==> config.mk <==
export PLATFORM = sky130hd
export DESIGN_NAME = ascon_perm_scheduler
export DESIGN_NICKNAME = d
export VERILOG_FILES = /design/src/rtl/ascon_perm_scheduler.sv
export SDC_FILE = /design/constraint.sdc
export NUM_CORES = 1
export LEC_CHECK = 0
export CAP_MARGIN = 5
export CORE_UTILIZATION = 49
export CTS_CLUSTER_DIAMETER = 40
export DETAILED_ROUTE_END_ITERATION = 16
export GPL_TIMING_DRIVEN = 0
export PLACE_DENSITY = 0.82
export SLEW_MARGIN = 20
export SYNTH_ARGS = -nofsm -noshare
export SYNTH_HDL_FRONTEND = slang
export SYNTH_SLANG_ARGS = --single-unit
==> constraint.sdc <==
create_clock -name clk_i -period 2.58 [get_ports clk_i]
set_clock_uncertainty 0.1 [all_clocks]
set_input_delay 0.516 -clock clk_i [delete_from_list [all_inputs] [get_ports clk_i]]
set_output_delay 0.516 -clock clk_i [all_outputs]
set_load 0.005 [all_outputs]
==> src/rtl/ascon_perm_scheduler.sv <==
// ascon_perm_scheduler: arbitrates two requesters (encrypt, decrypt) for a
// shared Ascon permutation datapath and sequences its round constants.
// A p12 request runs rounds 0..11, a p6 request runs rounds 6..11. Both are
// followed by a single DONE cycle that pulses done_o to the owner.
// Optional feature macro: ASCON_SCHED_RR_EN selects round-robin arbitration.
// Without it, requester 0 has fixed priority.
// Handshake: a requester holds req_i high until it is granted. Its grant_o
// bit marks ownership from the first RUN cycle through DONE. done_o is a
// single-cycle pulse. req_i is ignored everywhere except in IDLE.
module ascon_perm_scheduler (
  input  logic       clk_i,
  input  logic       rst_i,
  input  logic [1:0] req_i,
  input  logic [1:0] p12_i,
  output logic [1:0] grant_o,
  output logic       perm_en_o,
  output logic [3:0] round_o,
  output logic       first_round_o,
  output logic       last_round_o,
  output logic [1:0] done_o,
  output logic       busy_o
);

  typedef enum logic [1:0] {
    IDLE = 2'd0,
    RUN  = 2'd1,
    DONE = 2'd2
  } state_t;

  state_t     state, state_next;
  logic [1:0] owner, owner_next;
  logic       p12_q, p12_next;
  logic [3:0] round_q, round_next;
  logic [1:0] pick;

`ifdef ASCON_SCHED_RR_EN
  // prio = 0 favours requester 0 on a tie, prio = 1 favours requester 1.
  logic prio, prio_next;

  // Round-robin pick: a tie goes to the requester not served last.
  always_comb begin
    pick = 2'b00;
    if (req_i == 2'b11) pick = prio ? 2'b10 : 2'b01;
    else if (req_i[0])  pick = 2'b01;
    else if (req_i[1])  pick = 2'b10;
  end

  // Pointer moves away from the owner once its permutation completes.
  always_comb begin
    prio_next = prio;
    if (state == DONE) prio_next = owner[0];
  end

  // Priority pointer register.
  always_ff @(posedge clk_i or posedge rst_i) begin
    if (rst_i) prio <= 1'b0;
    else       prio <= prio_next;
  end
`else
  // Fixed priority pick: requester 0 always wins a tie.
  always_comb begin
    pick = 2'b00;
    if (req_i[0])      pick = 2'b01;
    else if (req_i[1]) pick = 2'b10;
  end
`endif

  // State, owner, round-count mode and round counter registers.
  always_ff @(posedge clk_i or posedge rst_i) begin
    if (rst_i) begin
      state   <= IDLE;
      owner   <= 2'b00;
      p12_q   <= 1'b0;
      round_q <= 4'd0;
    end else begin
      state   <= state_next;
      owner   <= owner_next;
      p12_q   <= p12_next;
      round_q <= round_next;
    end
  end

  // Next-state logic. The owner and mode are latched only in IDLE, so input
  // changes during RUN and DONE cannot disturb a running permutation.
  always_comb begin
    state_next = state;
    owner_next = owner;
    p12_next   = p12_q;
    round_next = round_q;
    case (state)
      IDLE: begin
        if (req_i != 2'b00) begin
          owner_next = pick;
          p12_next   = pick[0] ? p12_i[0] : p12_i[1];
          round_next = (pick[0] ? p12_i[0] : p12_i[1]) ? 4'd0 : 4'd6;
          state_next = RUN;
        end
      end
      RUN: begin
        if (round_q == 4'd11) begin
          state_next = DONE;
        end else begin
          round_next = round_q + 4'd1;
        end
      end
      DONE: begin
        round_next = 4'd0;
        state_next = IDLE;
      end
      default: state_next = IDLE;
    endcase
  end

  // Outputs are decoded from the state alone. IDLE, and therefore reset,
  // drives every output to zero.
  always_comb begin
    grant_o       = 2'b00;
    perm_en_o     = 1'b0;
    round_o       = 4'd0;
    first_round_o = 1'b0;
    last_round_o  = 1'b0;
    done_o        = 2'b00;
    busy_o        = 1'b0;
    case (state)
      RUN: begin
        grant_o       = owner;
        perm_en_o     = 1'b1;
        round_o       = round_q;
        first_round_o = (round_q == (p12_q ? 4'd0 : 4'd6));
        last_round_o  = (round_q == 4'd11);
        busy_o        = 1'b1;
      end
      DONE: begin
        grant_o = owner;
        done_o  = owner;
        busy_o  = 1'b1;
      end
      default: ;
    endcase
  end

endmodule
## Yosys cells after proc, flatten, opt, wreduce, memory -nomap -nowiden

Index checks and enable logic that the tools add are counted.

| storage, ports and cells | value |
|---|---|
| output and inout bits | 12 |
| flip-flop bits (word level) | 9 |

| cells by class | value |
|---|---|
| mux-type cells | 18 |
| add/sub/neg operators | 1 |
| eq/ne operators | 7 |
| reduce and logical (&&, ||, !) cells | 7 |

Operators with widths:

| kind | number |
|---|---|
| $mux 2 | 6 |
| $mux 4 | 3 |
| $pmux 4 s3 | 1 |
| $mux 3 | 2 |
| $ne 2x2->1 const B | 3 |
| $mux 1 | 5 |
| $add 4x1->4 const B | 1 |
| $eq 4x3->1 | 1 |
| $eq 4x4->1 const B | 1 |
| $pmux 2 s2 | 1 |
| $reduce_and 2->1 | 2 |
| $reduce_and 3->1 | 1 |
| $reduce_bool 3->1 | 1 |
| $eq 2x1->1 const B | 1 |
| $eq 2x2->1 const B | 1 |
| $logic_not 2->1 | 1 |
| $reduce_bool 2->1 | 1 |
| $reduce_or 2->1 | 1 |

## Logic depth before layout (Yosys ltp)

Gate-level depths: netlist of run 1.

| logic depth | value |
|---|---|
| depth after elaboration | 6 |
| gate-level depth with buffers | 6 |
| gate-level depth less buffers | 5 |

## Worst setup path before layout of run 1

OpenSTA, ideal clock, no wires.

| timing path | value |
|---|---|
| path kind | register to output |
| start | reg state[1] |
| end | out first_round_o |
| slack | 0.689 ns |
| data arrival time | 1.275 ns |
| required time | 1.964 ns |
| cell stages (with the launch flop) | 6 |
| buffers on the path | 1 |
| cell sequence | dfrtp_1 > inv_1 > ha_1 > clkbuf_1 > nor2b_1 > and3_1 |

| between the ends | value |
|---|---|
| cells in the longest elaborated chain, start to end | 2 |

Ends and longest elaborated chain:

| element | line | RTL |
|---|---|---|
| from (decl) | 30 | `state_t state, state_next;` |
| from (signal assigned) | 76 | `state <= state_next;` |
| $eq 2x1->1 | 124 | `case (state)` |
| $mux 1 | 124 |  |
| to (decl) | 18 | `output logic first_round_o,` |

No other way between the ends.

## Worst setup path after layout of run 1

| timing path | value |
|---|---|
| start | reg state[0] |
| end | out grant_o[1] |

| between the ends | value |
|---|---|
| cells in the longest elaborated chain, start to end | 3 |

Ends and longest elaborated chain:

| element | line | RTL |
|---|---|---|
| $eq 2x1->1 or $eq 2x2->1 (tied branches) | 124 |  |
| $reduce_or 2->1 (no source line) * | n/a |  |
| $mux 2 * | 124 |  |
| to (decl) | 15 | `output logic [1:0] grant_o,` |

Mark *: on every way between the ends. The rest lies on a longest branch, timed or not.

==> flow_summary_export.csv, run 1 <==
group,metric,value,unit
run_status,status,"finished, final reports clean",
cells_and_area,drive_above_1_share,0.161,
setup_path,worstReg2RegStart,"state[0]$_DFFE_PP0P_",
setup_path,reg2reg_slack,740,ps
power,clkPwrFrac,0.134,
yosys,synth-seq-cells,9,
clocking,cts_tree,"yes",
cells_and_area,nNetsFinal,99,
cells_and_area,final_cell_mix,"17 x clkdlybuf4s50_1, 9 x dfrtp_1, 7 x and2_1, 6 x nand2_1, 6 x a21oi_1",
timing,slew_headroom,0.753,
power,switchingPower,333,uW
setup_path,crit_fanout,9,
global_route,grt_usage,0.269,
place,place_area,833,um^2
place,place.gp.congestion,0.832,
route,routed_wl,1.52,mm
route,wl_per_cell,15.0,um
clocking,clk_pin_slew_worst_paths,60,ps
timing,fin_crit_sh,0.971,
floorplanning,core_area,1170,um^2
global_route,grt_pass1_vias,567,
place,io_buffers,17,
yosys,yosysSeqAreaShare,0.349,
route,drc,0,
setup_path,rr_worst_depth,5,
timing,drv_slew,0,
clocking,insertion_delay,270,ps
cells_and_area,final_area,871,um^2
global_route,grt_pass1_wl,2.50,mm
power,power_density,1000,nW/um^2
global_route,antenna_found_initial,0,
global_route,grt_overflow,0,
setup_path,critPathCapture,"grant_o[1]",
floorplanning,ios,18,
flow_run,maxCapViolCount,0,
clocking,cts_buffers,3,
route,drtIter0Drc,12,
route,first_pass_iters,4,
hold_path,hold_class,"in2async",
setup_path,cp-startpoint,"state[0]$_DFFE_PP0P_",
route,ant_nets,0,
place,hpwl,1.10,mm
power,max-vdd-ir-drop,0.000788,V
yosys,yosysUniqueCellTypes,30,
setup_path,startpoint_type,"flip-flop",
clocking,clockRootBuffer,"clkbuf_4",
yosys,ys_warn_count,0,
floorplanning,row_count,12,
timing,postLayoutSetupSlackWorst,74.1,ps
timing,tightest_slew,371,ps
setup_path,r2r-end,"round_q[1]$_DFFE_PP0P_",
cells_and_area,final_common_cell,"clkdlybuf4s50_1",
clocking,cts_setup_buffers,0,
floorplanning,die-area,1470,um^2
power,swShare,0.381,
timing,finalSetupViolCount,0,
setup_path,cp.required,1960,ps
timing,rsz0062_at_grt,"false",
clocking,clock-sinks,9,
power,share_comb_of_total_power,0.554,
cells_and_area,area_delta_synth_final,34.9,%
clocking,ctsLongestPathBuffers,2,
yosys,synth_area_per_cell,9.64,um^2
timing,fmax,0.399,GHz
setup_path,critical_path_class,"reg2out",
floorplanning,initial_core_util,0.551,
timing,hold_ws,414,ps
timing,period_needed,2510,ps
setup_path,end_kind,"primary output",
cells_and_area,num_antenna_cells,0,
yosys,synth_top_cell_by_area,"dfrtp_1",
global_route,grt_max_degree,11,
power,p_seq_frac,0.312,
power,internal-power,541,uW
power,leakage,0.000375,uW
yosys,yosys-top-cells-area,"dfrtp_1 35%, ha_1 9.7%, and2_1 6.8%",
cells_and_area,fin_util,0.744,
floorplanning,die_width,38.3,um
route,via_per_inst,5.59,
route,vias,565,
yosys,syn-num-nets,78,
yosys,synth_top_area_frac,0.349,
timing,hold_viol,0,
setup_path,cp.arrival,1890,ps
clocking,htree_levels,1,
yosys,synth_cells,67,
floorplanning,die_h,38.3,um
yosys,syn_area,646,um^2
place,post-place-ws,24.2,ps
timing,setup_tns,0,ps
==> how the worst min path moves through the flow <==
stage                              to                  from  cells past startpoint  slack [ps]
4_1_cts        round_q[2]$_DFFE_PP0P_                 rst_i                      2         410
2_1_floorplan    owner[0]$_DFFE_PP0P_                 rst_i                      1         240
3_3_place_gp     owner[0]$_DFFE_PP0P_  owner[0]$_DFFE_PP0P_                      2         390
6_report       round_q[2]$_DFFE_PP0P_                 rst_i                      2         410
3_5_place_dp     owner[0]$_DFFE_PP0P_  owner[0]$_DFFE_PP0P_                      2         410
5_1_grt        round_q[2]$_DFFE_PP0P_                 rst_i                      2         450
==> kinds of logic (layout without fill, tap and decap cells) <==
kind of cell               Yosys count  count (layout)  share of synthesized area
and+or+nand+nor                     27              27                      0.289
AOI/OAI and AO/OA                   16              16                      0.161
DFF                                  9               9                      0.349
buffers and inverters                7              27                     0.0407
adders and majority gates            5               5                     0.0969
muxes                                3               3                     0.0640
==> registers in the layout, summed over array words and instances, names as in the netlist <==
register  count
round_q       4
owner         2
state         2
p12_q         1
==> cells in the mapped netlist, drive strengths merged <==
library cell and count:
ha 5, nand3 2, nor3b 1, nand4 1
nand2 6, and4b 1, a311o 1, o2bb2ai 1
nor2b 1, clkbuf 1, and2 8, nand2b 2
nor3 1, or2 1, mux2 3, or3 1
a21oi 6, dfrtp 9, nand3b 1, o32ai 1
and3 1, o221ai 1, inv 6, a22o 1
o22ai 3, o21ai 2
==> timing repair <==
action                     CTS  global route
pin swaps                    0             0
gates cloned                 0             0
setup endpoints to repair    5             1
hold buffers                 0             0
resized for setup            6             0
==> layer usage <==
layer | vias to the layer above | wire [um] | global-route usage
li1 | 278 | - | -
met1 | 263 | 685 | 0.303
met2 | 19 | 714 | 0.432
met3 | 5 | 82 | 0.0872
met4 | 0 | 38 | 0.170
met5 | - | 0 | 0
==> power groups by stage <==
stage | registers [uW] | clock network (uW) | logic, uW
6_report | 273 | 118 | 485
5_1_grt | 283 | 126 | 533
4_1_cts | 271 | 123 | 487
3_5_place_dp | 266 | 0 | 468
3_3_place_gp | 264 | 0 | 454
2_1_floorplan | 245 | 0 | 293
==> cell type report <==
class | count | area [um^2]
Fill cell | 87 | 300
Inverter | 6 | 22.5
Tap cell | 14 | 17.5
Clock buffer | 4 | 26.3
Multi-Input combinational cell | 51 | 409
Sequential cell | 9 | 225
Timing Repair Buffer | 17 | 170
==> critical path, cell delays in order (launching register included) <==
cell and delay, ps:
dfrtp_1 410, inv_1 100, ha_1 440, and2_1 170, clkdlybuf4s50_1 500
==> metrics by stage <==
| step | std cells | power (uW) |
|---|---|---|
| detailed placement | 98 | 735 |
| floorplan | 67 | 538 |
| finish | 101 | 875 |
| global route | 101 | 942 |
| CTS | 102 | 881 |
| global placement | 98 | 718 |
No activity file was read; power rests on OpenSTA's default activity.
==> run 2, diff against run 1 <==
- CORE_UTILIZATION: 49 -> 28
- PLACE_DENSITY: 0.82 -> 0.52
==> run 2 against run 1 <==
Effect of this change:
- sequential power decreased by 2%
- non-clock buffer count rose by 1
- cell count up 15%
- die area up 71%
- utilization shrank 33 points
- highest routed layer unchanged
==> flow_summary_export.csv, run 2 (same netlist as run 1, synthesis figures left out) <==
group,metric,value,unit
run_status,status,"finished, final reports clean",
setup_path,worstReg2RegStart,"state[0]$_DFFE_PP0P_",
timing,hold_ws,402,ps
cells_and_area,reg_top3,"round_q: 4 flops, owner: 2 flops, state: 2 flops",
power,swShare,0.370,
global_route,grt_overflow,0,
clocking,clk_pin_slew_worst_paths,70,ps
floorplanning,initial_core_util,0.295,
setup_path,startpoint_type,"flip-flop",
timing,finalSetupViolCount,0,
setup_path,cp.required,1960,ps
cells_and_area,drive_above_1_share,0.182,
floorplanning,row_count,17,
timing,period_needed,2490,ps
floorplanning,die-area,2500,um^2
power,internal-power,569,uW
power,switchingPower,334,uW
power,p_seq_frac,0.297,
global_route,grt_usage,0.138,
cells_and_area,final_cell_mix,"17 x clkdlybuf4s50_1, 9 x dfrtp_1, 7 x and2_1, 6 x nand2_1, 6 x a21oi_1",
setup_path,reg2reg_slack,810,ps
route,routed_wl,1.50,mm
route,vias,567,
place,io_buffers,17,
hold_path,hold_class,"reg2reg",
route,via_per_inst,4.89,
cells_and_area,fin_util,0.416,
global_route,antenna_found_initial,0,
setup_path,cp-startpoint,"state[0]$_DFFE_PP0P_",
route,drc,0,
power,clkPwrFrac,0.136,
cells_and_area,final_common_cell,"clkdlybuf4s50_1",
timing,tightest_slew,416,ps
power,share_comb_of_total_power,0.567,
timing,fin_crit_sh,0.966,
timing,drv_slew,0,
cells_and_area,nNetsFinal,100,
floorplanning,die_h,50.0,um
cells_and_area,largest_reg_flops,4,
clocking,clockRootBuffer,"clkbuf_4",
clocking,cts_buffers,3,
setup_path,critPathCapture,"grant_o[1]",
route,wl_per_cell,12.9,um
clocking,cts-hold-fix-buffers,0,
setup_path,critical_path_class,"reg2out",
timing,rsz0062_at_grt,"false",
power,leakage,0.000386,uW
flow_run,maxCapViolCount,0,
clocking,htree_levels,1,
floorplanning,core_area,2190,um^2
route,drtIter0Drc,17,
floorplanning,ios,18,
setup_path,end_kind,"primary output",
clocking,ctsLongestPathBuffers,2,
place,hpwl,1.11,mm
clocking,insertion_delay,280,ps
cells_and_area,area_delta_synth_final,41.1,%
place,place.gp.congestion,0.708,
setup_path,r2r-end,"round_q[3]$_DFFE_PP0P_",
setup_path,rr_worst_depth,5,
global_route,grt_pass1_wl,2.50,mm
timing,slew_headroom,0.722,
timing,fmax,0.401,GHz
floorplanning,die_width,50.0,um
power,power_density,991,nW/um^2
route,ant_nets,0,
setup_path,cp.arrival,1880,ps
clocking,cts_tree,"yes",
cells_and_area,final_area,911,um^2
global_route,grt_pass1_vias,531,
global_route,grt_max_degree,11,
cells_and_area,num_antenna_cells,0,
timing,hold_viol,0,
timing,setup_tns,0,ps
clocking,clock-sinks,9,
power,max-vdd-ir-drop,0.000410,V
route,first_pass_iters,4,
cells_and_area,top_register,"round_q",
setup_path,crit_fanout,9,
power,power,902,uW
place,place_area,851,um^2
run 2: cell types whose count changed in the layout (fill, tap and decap cells not counted), sizes merged:
cell | before | now
buf | 0 | 1
run 2: per-layer routing:
layer  global-route usage  routed length, um
met1                0.176                751
met3               0.0278                 54
met4               0.0857                 38
met2                0.209                657
met5                    0                  0
run 2: per-stage QoR:
step	std cells	setup WS (ps)
6_report	116	86.9
5_1_grt	116	11.5
4_1_cts	116	13.2
3_5_place_dp	112	50.2
3_3_place_gp	112	35.4
2_1_floorplan	67	689
run 2: worst min-delay path by stage:
stage,start,end,cells after the start
global placement,owner[0]$_DFFE_PP0P_,owner[0]$_DFFE_PP0P_,2
global route,rst_i,owner[0]$_DFFE_PP0P_,2
detailed placement,owner[0]$_DFFE_PP0P_,owner[0]$_DFFE_PP0P_,2
CTS,owner[0]$_DFFE_PP0P_,owner[0]$_DFFE_PP0P_,2
finish,owner[0]$_DFFE_PP0P_,owner[0]$_DFFE_PP0P_,2
floorplan,rst_i,owner[0]$_DFFE_PP0P_,1
run 2: what timing repair did:
action / CTS / global route
resized for setup: 5 / 5
endpoints found under the setup margin: 5 / 3
buffers inserted: 0 / 0
run 2: final cells by class:
cell class              instances  area [um^2]
plain buffers                   1         15.0
clock buffers                   4         26.3
fillers                       223         1280
inverters                       6         22.5
multi-input cells              51          417
flip-flops and latches          9          225
well taps                      28         35.0
repair buffers                 17          170
run 2: power groups by stage:
stage                     combinational [uW]  clock [uW]  sequential [uW]
final                                    512         123              268
after global routing                     565         133              278
after CTS                                495         121              264
after detailed placement                 469           0              263
after global placement                   467           0              260
after floorplan                          293           0              245
run 2: worst max-delay path, cell delays in order, from the launching register on:
cell and delay (ps):
dfrtp_1 430, inv_1 100, ha_2 420, and2_1 150
clkdlybuf4s50_1 500
